--- config.mk ---
export PLATFORM = sky130hd
export DESIGN_NAME = id_ex_reg
export DESIGN_NICKNAME = d
export VERILOG_FILES = /design/src/rtl/id_ex_reg_pkg.sv /design/src/rtl/pipe_field_reg.sv /design/src/rtl/id_ex_reg.sv
export SDC_FILE = /design/constraint.sdc
export NUM_CORES = 1
export LEC_CHECK = 0
export CAP_MARGIN = 5
export CORE_AREA = 2 2 130 132
export CTS_CLUSTER_SIZE = 25
export DETAILED_ROUTE_END_ITERATION = 10
export DIE_AREA = 0 0 132 134
export DONT_BUFFER_PORTS = 1
export SLEW_MARGIN = 20
export SYNTH_ARGS = -nofsm -noshare
export SYNTH_HDL_FRONTEND = slang
export SYNTH_SLANG_ARGS = --single-unit
--- constraint.sdc ---
create_clock -name clk -period 18.4 [get_ports clk]
set_input_delay 5.52 -clock clk [delete_from_list [all_inputs] [get_ports clk]]
set_output_delay 5.52 -clock clk [all_outputs]
set_load 0.02 [all_outputs]
--- src/rtl/id_ex_reg_pkg.sv ---
// id_ex_reg_pkg: control-bundle layout, NOP constant and field widths shared by the ID/EX pipeline register
package id_ex_reg_pkg;
    localparam int CTRL_W         = 8;
    localparam int ALU_SRC_BIT    = 7;
    localparam int MEM_TO_REG_BIT = 6;
    localparam int REG_WRITE_BIT  = 5;
    localparam int MEM_READ_BIT   = 4;
    localparam int MEM_WRITE_BIT  = 3;
    localparam int BRANCH_BIT     = 2;
    localparam int ALU_OP_HI      = 1;
    localparam int ALU_OP_LO      = 0;
    localparam int REG_IDX_W      = 5;
    localparam int FUNCT_W        = 4;
    localparam logic [CTRL_W-1:0] NOP_CTRL = 8'h00;
endpackage

--- src/rtl/pipe_field_reg.sv ---
// pipe_field_reg: W-bit pipeline field (clk, async reset, en = load, clr = load zero instead of d, d -> q)
module pipe_field_reg #(
    parameter int W = 8
) (
    input  logic         clk,
    input  logic         reset,
    input  logic         en,
    input  logic         clr,
    input  logic [W-1:0] d,
    output logic [W-1:0] q
);
    always_ff @(posedge clk or posedge reset)
        if (reset) q <= '0;
        else if (en) q <= clr ? '0 : d;
endmodule

--- src/rtl/id_ex_reg.sv ---
// id_ex_reg: ID->EX pipeline register (hold/bubble/flush controls, id_* in, ex_* out, saturating bubble_cnt)
module id_ex_reg
    import id_ex_reg_pkg::*;
#(
    parameter int XLEN  = 32,
    parameter int CNT_W = 16
) (
    input  logic                 clk,
    input  logic                 reset,
    input  logic                 hold,
    input  logic                 bubble,
    input  logic                 flush,
    input  logic                 id_valid,
    input  logic [CTRL_W-1:0]    id_ctrl,
    input  logic [XLEN-1:0]      id_pc,
    input  logic [XLEN-1:0]      id_rs1_data,
    input  logic [XLEN-1:0]      id_rs2_data,
    input  logic [XLEN-1:0]      id_imm,
    input  logic [REG_IDX_W-1:0] id_rs1,
    input  logic [REG_IDX_W-1:0] id_rs2,
    input  logic [REG_IDX_W-1:0] id_rd,
    input  logic [FUNCT_W-1:0]   id_funct,
    output logic [CTRL_W-1:0]    ex_ctrl,
    output logic [XLEN-1:0]      ex_pc,
    output logic [XLEN-1:0]      ex_rs1_data,
    output logic [XLEN-1:0]      ex_rs2_data,
    output logic [XLEN-1:0]      ex_imm,
    output logic [REG_IDX_W-1:0] ex_rs1,
    output logic [REG_IDX_W-1:0] ex_rs2,
    output logic [REG_IDX_W-1:0] ex_rd,
    output logic [FUNCT_W-1:0]   ex_funct,
    output logic                 ex_valid,
    output logic [CNT_W-1:0]     bubble_cnt
);
    localparam int DATA_W = 4*XLEN + 3*REG_IDX_W + FUNCT_W;
    logic load, kill, cnt_en;
    // flush overrides hold, so a flushed slot always loads
    assign load   = flush | ~hold;
    assign kill   = flush | bubble;
    assign cnt_en = load & kill & ~&bubble_cnt;
    // valid and ctrl share one register so an invalid slot can never carry control bits
    pipe_field_reg #(.W(CTRL_W+1)) u_ctrl (
        .clk(clk), .reset(reset), .en(load), .clr(kill | ~id_valid),
        .d({id_valid, id_ctrl}), .q({ex_valid, ex_ctrl})
    );
    pipe_field_reg #(.W(DATA_W)) u_data (
        .clk(clk), .reset(reset), .en(load), .clr(1'b0),
        .d({id_pc, id_rs1_data, id_rs2_data, id_imm, id_rs1, id_rs2, id_rd, id_funct}),
        .q({ex_pc, ex_rs1_data, ex_rs2_data, ex_imm, ex_rs1, ex_rs2, ex_rd, ex_funct})
    );
    pipe_field_reg #(.W(CNT_W)) u_cnt (
        .clk(clk), .reset(reset), .en(cnt_en), .clr(1'b0),
        .d(bubble_cnt + CNT_W'(1)), .q(bubble_cnt)
    );
endmodule

==> results of run 1 <==
## metal layers
layer,routed length [um],up-vias
met2,7920,252
met3,1930,22
met5,0,-
met1,5630,2171
met4,332,0
li1,-,2174
## power groups by stage
stage | clock [mW] | combinational (mW) | sequential (mW)
floorplan | 0 | 0.0559 | 0.491
finish | 0.350 | 0.0666 | 0.497
detailed placement | 0 | 0.0691 | 0.504
CTS | 0.359 | 0.0686 | 0.498
global route | 0.379 | 0.0779 | 0.501
global placement | 0 | 0.0644 | 0.503
## worst max-delay path, delay by kind of cell
family | cells | cell delay, ns
buffers and inverters | 2 | 1.32
AND/OR/NAND/NOR | 1 | 0.11
AO/OA/AOI/OAI | 1 | 0.26
## layout make-up
class | instances | area share (%)
tap | 220 | 3.73
multi-input combinational | 506 | 29.6
inverter | 1 | 0.119
clock inverter | 15 | 2.09
sequential | 172 | 58.3
clock buffer | 17 | 5.77
timing repair buffer | 4 | 0.407
## flip-flops by register name, summed over array words and instances (netlist names)
| register | count |
|---|---|
| u_ctrl.q | 9 |
| u_data.q | 147 |
| u_cnt.q | 16 |
## metrics by stage
stage	utilization, %	hold slack, ns	cell area (um2)
2_1_floorplan	-	0.583	6600
3_3_place_gp	41.7	0.598	6800
3_5_place_dp	41.7	0.604	6800
4_1_cts	45.3	0.618	7380
5_1_grt	45.3	0.642	7380
6_report	45.3	0.616	7380
## logic make-up (layout without fill, tap and decap cells)
logic type               after synthesis  in the layout  share of synthesized area (%)
XOR/XNOR                              15             15                           1.99
flip-flops                           172            172                           65.2
adder cells (fa/ha/maj)                1              1                          0.189
AND/OR/NAND/NOR                      478            478                           29.0
buffers and inverters                 35             37                           2.01
multiplexers                           1              1                          0.227
AO/OA/AOI/OAI                         11             11                           1.40
## worst max-delay path by stage
stage / from / to / slack [ns] / cells after the start
after floorplan: reset / u_cnt.q[0]$_DFFE_PP0P_ / 8.22 / 1
after global placement: hold / u_ctrl.q[7]$_DFFE_PP0P_ / 11.08 / 4
after detailed placement: hold / u_ctrl.q[0]$_DFFE_PP0P_ / 11.03 / 4
after CTS: hold / u_ctrl.q[0]$_DFFE_PP0P_ / 11.47 / 4
after global routing: hold / u_data.q[63]$_DFFE_PP0P_ / 11.28 / 5
final: hold / u_ctrl.q[0]$_DFFE_PP0P_ / 11.41 / 4
## cell usage in the layout, fill, tap and decap left out, types with 2 or more instances in the layout
cell type / netlist / layout
nand2_1: 444 / 444
dfrtp_1: 172 / 172
clkbuf_16: 0 / 17
xor2_1: 15 / 15
a22o_1: 8 / 8
inv_6: 0 / 7
nor3_1: 6 / 6
nor3b_1: 5 / 5
inv_8: 0 / 4
buf_4: 0 / 4
nand3_1: 3 / 3
nand4_1: 3 / 3
nand4_2: 2 / 2
and3_1: 2 / 2
nor2_1: 2 / 2
nor4b_1: 2 / 2
clkinv_2: 0 / 2
==> results_dict.tcl, run 1 <==
set metrics [dict create \
    drt_first_pass_iters 4 \
    root_buffer "clkbuf_16" \
    timing.rr.start "u_cnt.q[0]$_DFFE_PP0P_" \
    vdd_drop_max_v 0.0000603 \
    hold_path_end "u_data.q[28]$_DFFE_PP0P_" \
    hold_buffers 0 \
    yosysWarnings 0 \
    initial_core_util_pct 40.5 \
    ys_types 29 \
    critPathLaunchType "primary input" \
    synth-edff-count 0 \
    die_h_um 134 \
    p_seq_share_pct 54.4 \
    outcome "complete, no violations" \
    async_reset_ff_share_pct 100 \
    final_hold_viol_count 0 \
    cts_inserted_buffers 17 \
    grt_max_degree 97 \
    vias_per_cell 4.94 \
    cp_common_cell "buf_4" \
    cts_setup_buffers 0 \
    ys_seq_area_share_pct 65.2 \
    grt.overflow.total 0 \
    clock_path_buffers 2 \
    p_int_uw 631 \
    die-area_mm2 0.0177 \
    grt.total_usage_pct 17.9 \
    r2r-end "u_cnt.q[1]$_DFFE_PP0P_" \
    arrival_ns 7.34 \
    reg2reg_slack_ns 16.46 \
    cp_cell_sequence "nor2b_4 > buf_4 > buf_4 > a22o_1" \
    clk-insertion-delay-late_ns 0.41 \
    pin_count 333 \
    met1_usage_pct 18.9 \
    finalCritPeriodShare_pct 38.0 \
    dr_total_vias 4619 \
    use_met3_pct 9.30 \
    avgRoutedWirePerCell_um 16.9 \
    postSynthAreaPerCell_um2 9.26 \
    slew_violations 0 \
    pre_cts_ws_ns 11.03 \
    cp_slowest_cell "buf_4" \
    cts.clk_slew.worst_paths_ns 0.07 \
    power.switching_uw 282 \
    diodes 0 \
    synth_most_common_cell "nand2_1" \
    clock-sinks 172 \
    stdcell_count 935 \
    power_density_mw_per_mm2 124 \
    synth_top_area_share_pct 65.2 \
    comb_power_share_pct 7.3 \
    dp_cells 903 \
    rsz0062_at_grt "false" \
    synth_area_mm2 0.00660 \
    power_leakage_nw 3.90 \
    ys_top_cells_by_count "nand2_1, dfrtp_1, clkbuf_1, xor2_1, a22o_1" \
    num-fill-cells 1597 \
    grt_pass1_wl_um 24900 \
    drv_cap 0 \
    drt_iter0_drc 251 \
    ys_seq_elements 172 \
    relSlewSlack_pct 36.1 \
    cts_resized 0 \
    worstHoldStart "u_data.q[28]$_DFFE_PP0P_" \
    drcViolationCount 0 \
    grt_busiest_layer "met2" \
    drt_wl_total_um 15800 \
    synth_nets 875 \
    cp_slowest_stage_delay_ns 0.73 \
    hold_path_class "register to register" \
    gp_congestion 0.792 \
    fin_nets 864 \
    switching_share_pct 30.9 \
    final.setup_skew_ns 0.00119 \
    multi_input_area_mm2 0.00218 \
    power.total_uw 914 \
    min_period_ns 6.99 \
    regArea_mm2 0.00430 \
    grt_antenna_before_repair 0 \
    use_met2_pct 30.6 \
    rows 47 \
    area_delta_synth_final_pct 11.7 \
    critical_path_class "primary input to register" \
    ant_nets 0 \
    cts_tree "done" \
    worstRegToRegCells 5 \
    drive_gt1_share_pct 6.43 \
    htreeDepth 4 \
    critPathCaptureType "register" \
    port-buffer-count 0 \
    synth_area_leader_cell "dfrtp_1" \
    final-setup-viol-count 0 \
    synthTopCellsByArea "dfrtp_1, nand2_1, xor2_1, clkbuf_1, a22o_1" \
    worst_slew_pin_slew_ns 0.956 \
    core_mm2 0.0163 \
    fin_setup_tns_ns 0 \
    hpwl_um 11500 \
    grt_pass1_vias 4761 \
    fin_ws_ns 11.41 \
    synth_ff_type "dfrtp_1" \
    path_max_fanout 79 \
    hold_depth 2 \
    fmax_mhz 143 \
    syn_inst 713 \
    die_width_um 132 \
    worstPathRequired_ns 18.75 \
    p_clk_share_pct 38.3 \
]
No activity file was read; power rests on OpenSTA's default activity.
==> run 2: changes to the inputs <==
--- a/config.mk
+++ b/config.mk
@@ -6,10 +6,10 @@
 export NUM_CORES = 1
 export LEC_CHECK = 0
 export CAP_MARGIN = 5
-export CORE_AREA = 2 2 130 132
+export CORE_AREA = 2 2 129 131
 export CTS_CLUSTER_SIZE = 25
 export DETAILED_ROUTE_END_ITERATION = 10
-export DIE_AREA = 0 0 132 134
+export DIE_AREA = 0 0 131 133
 export DONT_BUFFER_PORTS = 1
 export SLEW_MARGIN = 20
 export SYNTH_ARGS = -nofsm -noshare
==> constraint.sdc (replaced) <==
create_clock -name clk -period 6.3 [get_ports clk]
set_input_delay 1.89 -clock clk [delete_from_list [all_inputs] [get_ports clk]]
set_output_delay 1.89 -clock clk [all_outputs]
set_load 0.02 [all_outputs]
==> run 2 against run 1 <==
Effect of this change: worst setup slack got worse by 8.3 ns; critical path depth unchanged; hold slack better by 0.0014 ns; combinational power grew to 2.9 times the previous value; largest power group unchanged; clock skew grew 0.0038 ns; via count up 0.74%; first-iteration DRC count is 11% lower; sequential power grew to 2.9 times the previous value; non-clock buffer count is the same; clock power grew to 2.9 times the previous value; register-to-register slack worse by 12 ns.
==> results_dict.tcl, run 2 (synthesis results as in run 1) <==
set metrics [dict create \
    outcome "complete, no violations" \
    cts_setup_buffers 0 \
    drive_gt1_share_pct 6.29 \
    vdd_drop_max_v 0.000175 \
    drv_cap 0 \
    final_cell_mix "nand2_1, dfrtp_1, clkbuf_16" \
    relSlewSlack_pct 30.0 \
    use_met3_pct 8.17 \
    die_width_um 131 \
    dpl_cell_area_mm2 0.00681 \
    dr_total_vias 4653 \
    clock-sinks 172 \
    arrival_ns 3.52 \
    grt.total_usage_pct 17.8 \
    final_hold_viol_count 0 \
    slew_violations 0 \
    critical_path_class "primary input to register" \
    gp_congestion 0.788 \
    layout_commonest_cell "nand2_1" \
    cp_slowest_cell "nand2b_4" \
    grt_pass1_wl_um 23600 \
    cp_cell_sequence "nand2b_4 > buf_4 > nand2_1 > nand2_1" \
    core_mm2 0.0162 \
    final-setup-viol-count 0 \
    power_density_mw_per_mm2 362 \
    die_h_um 133 \
    path_max_fanout 86 \
    ant_nets 0 \
    grt_max_degree 164 \
    grt_busiest_layer "met2" \
    fin_nets 864 \
    hpwl_um 11200 \
    fin_setup_tns_ns 0 \
    cp_common_cell "nand2_1" \
    final_area_mm2 0.00739 \
    drt_first_pass_iters 4 \
    finalCritPeriodShare_pct 50.1 \
    pin_count 333 \
    regArea_mm2 0.00430 \
    worstPathRequired_ns 6.66 \
    critPathCaptureType "register" \
    largest_register "u_data.q" \
    port-buffer-count 0 \
    vias_per_cell 4.98 \
    drt_wl_total_um 15900 \
    root_buffer "clkbuf_16" \
    clk-insertion-delay-late_ns 0.42 \
    largest_reg_flops 147 \
    critPathLaunchType "primary input" \
    met1_usage_pct 20.2 \
    fmax_mhz 317 \
    grt_antenna_before_repair 0 \
    final.setup_skew_ns 0.00496 \
    grt_pass1_vias 4508 \
    die-area_mm2 0.0174 \
    drt_iter0_drc 224 \
    hold_buffers 0 \
    cp_slowest_stage_delay_ns 0.64 \
    cts_resized 0 \
    num-fill-cells 1529 \
    multi_input_area_mm2 0.00218 \
    clock_path_buffers 2 \
    rows 47 \
    area_delta_synth_final_pct 12.0 \
    fin_util_pct 45.7 \
    rsz0062_at_grt "false" \
    min_period_ns 3.16 \
    use_met2_pct 28.5 \
    htreeDepth 4 \
    grt.overflow.total 0 \
    power_leakage_nw 3.90 \
    cts.clk_slew.worst_paths_ns 0.06 \
    initial_core_util_pct 40.8 \
    top_regs "u_data.q (147), u_cnt.q (16), u_ctrl.q (9)" \
    worst_slew_pin_slew_ns 1.05 \
    diodes 0 \
    cts_tree "done" \
    drcViolationCount 0 \
    avgRoutedWirePerCell_um 17.1 \
    cts_inserted_buffers 17 \
    hold_path_class "register to register" \
]
run 2: cell count changes in the layout (fill, tap and decap cells not counted), sizes merged:
| cell | change |
|---|---|
| clkbuf | +2 |
| inv | -7 |
| clkinvlp | +2 |
| clkinv | +2 |
| bufinv | +1 |
run 2: metal layers:
| metal | share of wire [%] | vias up |
|---|---|---|
| li1 | - | 2173 |
| met2 | 48 | 237 |
| met5 | 0 | - |
| met3 | 12 | 29 |
| met1 | 38 | 2214 |
| met4 | 2.3 | 0 |
run 2: cell type report:
| class | count | share of cell area (%) |
|---|---|---|
| flip-flops and latches | 172 | 58.2 |
| repair buffers | 4 | 0.575 |
| clock inverters | 13 | 1.88 |
| clock buffers | 19 | 5.99 |
| well taps | 220 | 3.72 |
| multi-input cells | 506 | 29.5 |
| inverters | 1 | 0.102 |
run 2: final timing paths:
kind | slack, ns | end | from | cells past startpoint
max in group asynchronous | 3.88 | u_data.q[65]$_DFFE_PP0P_ | reset | 2
worst min-delay path | 0.62 | u_data.q[49]$_DFFE_PP0P_ | u_data.q[49]$_DFFE_PP0P_ | 2
worst max register to register | 4.32 | u_cnt.q[1]$_DFFE_PP0P_ | u_cnt.q[0]$_DFFE_PP0P_ | 5
worst max-delay path | 3.14 | u_data.q[117]$_DFFE_PP0P_ | flush | 4
min in group asynchronous | 1.27 | u_data.q[56]$_DFFE_PP0P_ | reset | 1
worst min register to register | 0.62 | u_data.q[49]$_DFFE_PP0P_ | u_data.q[49]$_DFFE_PP0P_ | 2
run 2: stage by stage:
stage	setup slack, ns	hold slack (ns)	total power, mW	std cells
floorplan	2.21	0.583	1.60	713
global placement	2.76	0.597	1.66	903
detailed placement	2.72	0.605	1.67	903
CTS	3.14	0.620	2.71	935
global route	3.01	0.638	2.80	935
finish	3.14	0.617	2.68	935
run 2: report_power, final:
group	total (mW)	leakage (nW)	switching [mW]	internal (mW)
Sequential	1.45	2.08	0.240	1.21
Combinational	0.195	1.54	0.121	0.0741
Clock	1.03	0.284	0.434	0.597
run 2: worst max-delay path, delay by kind of cell:
kind | cells | cell delay [ns]
and+or+nand+nor | 3 | 0.88
buffers and inverters | 1 | 0.62
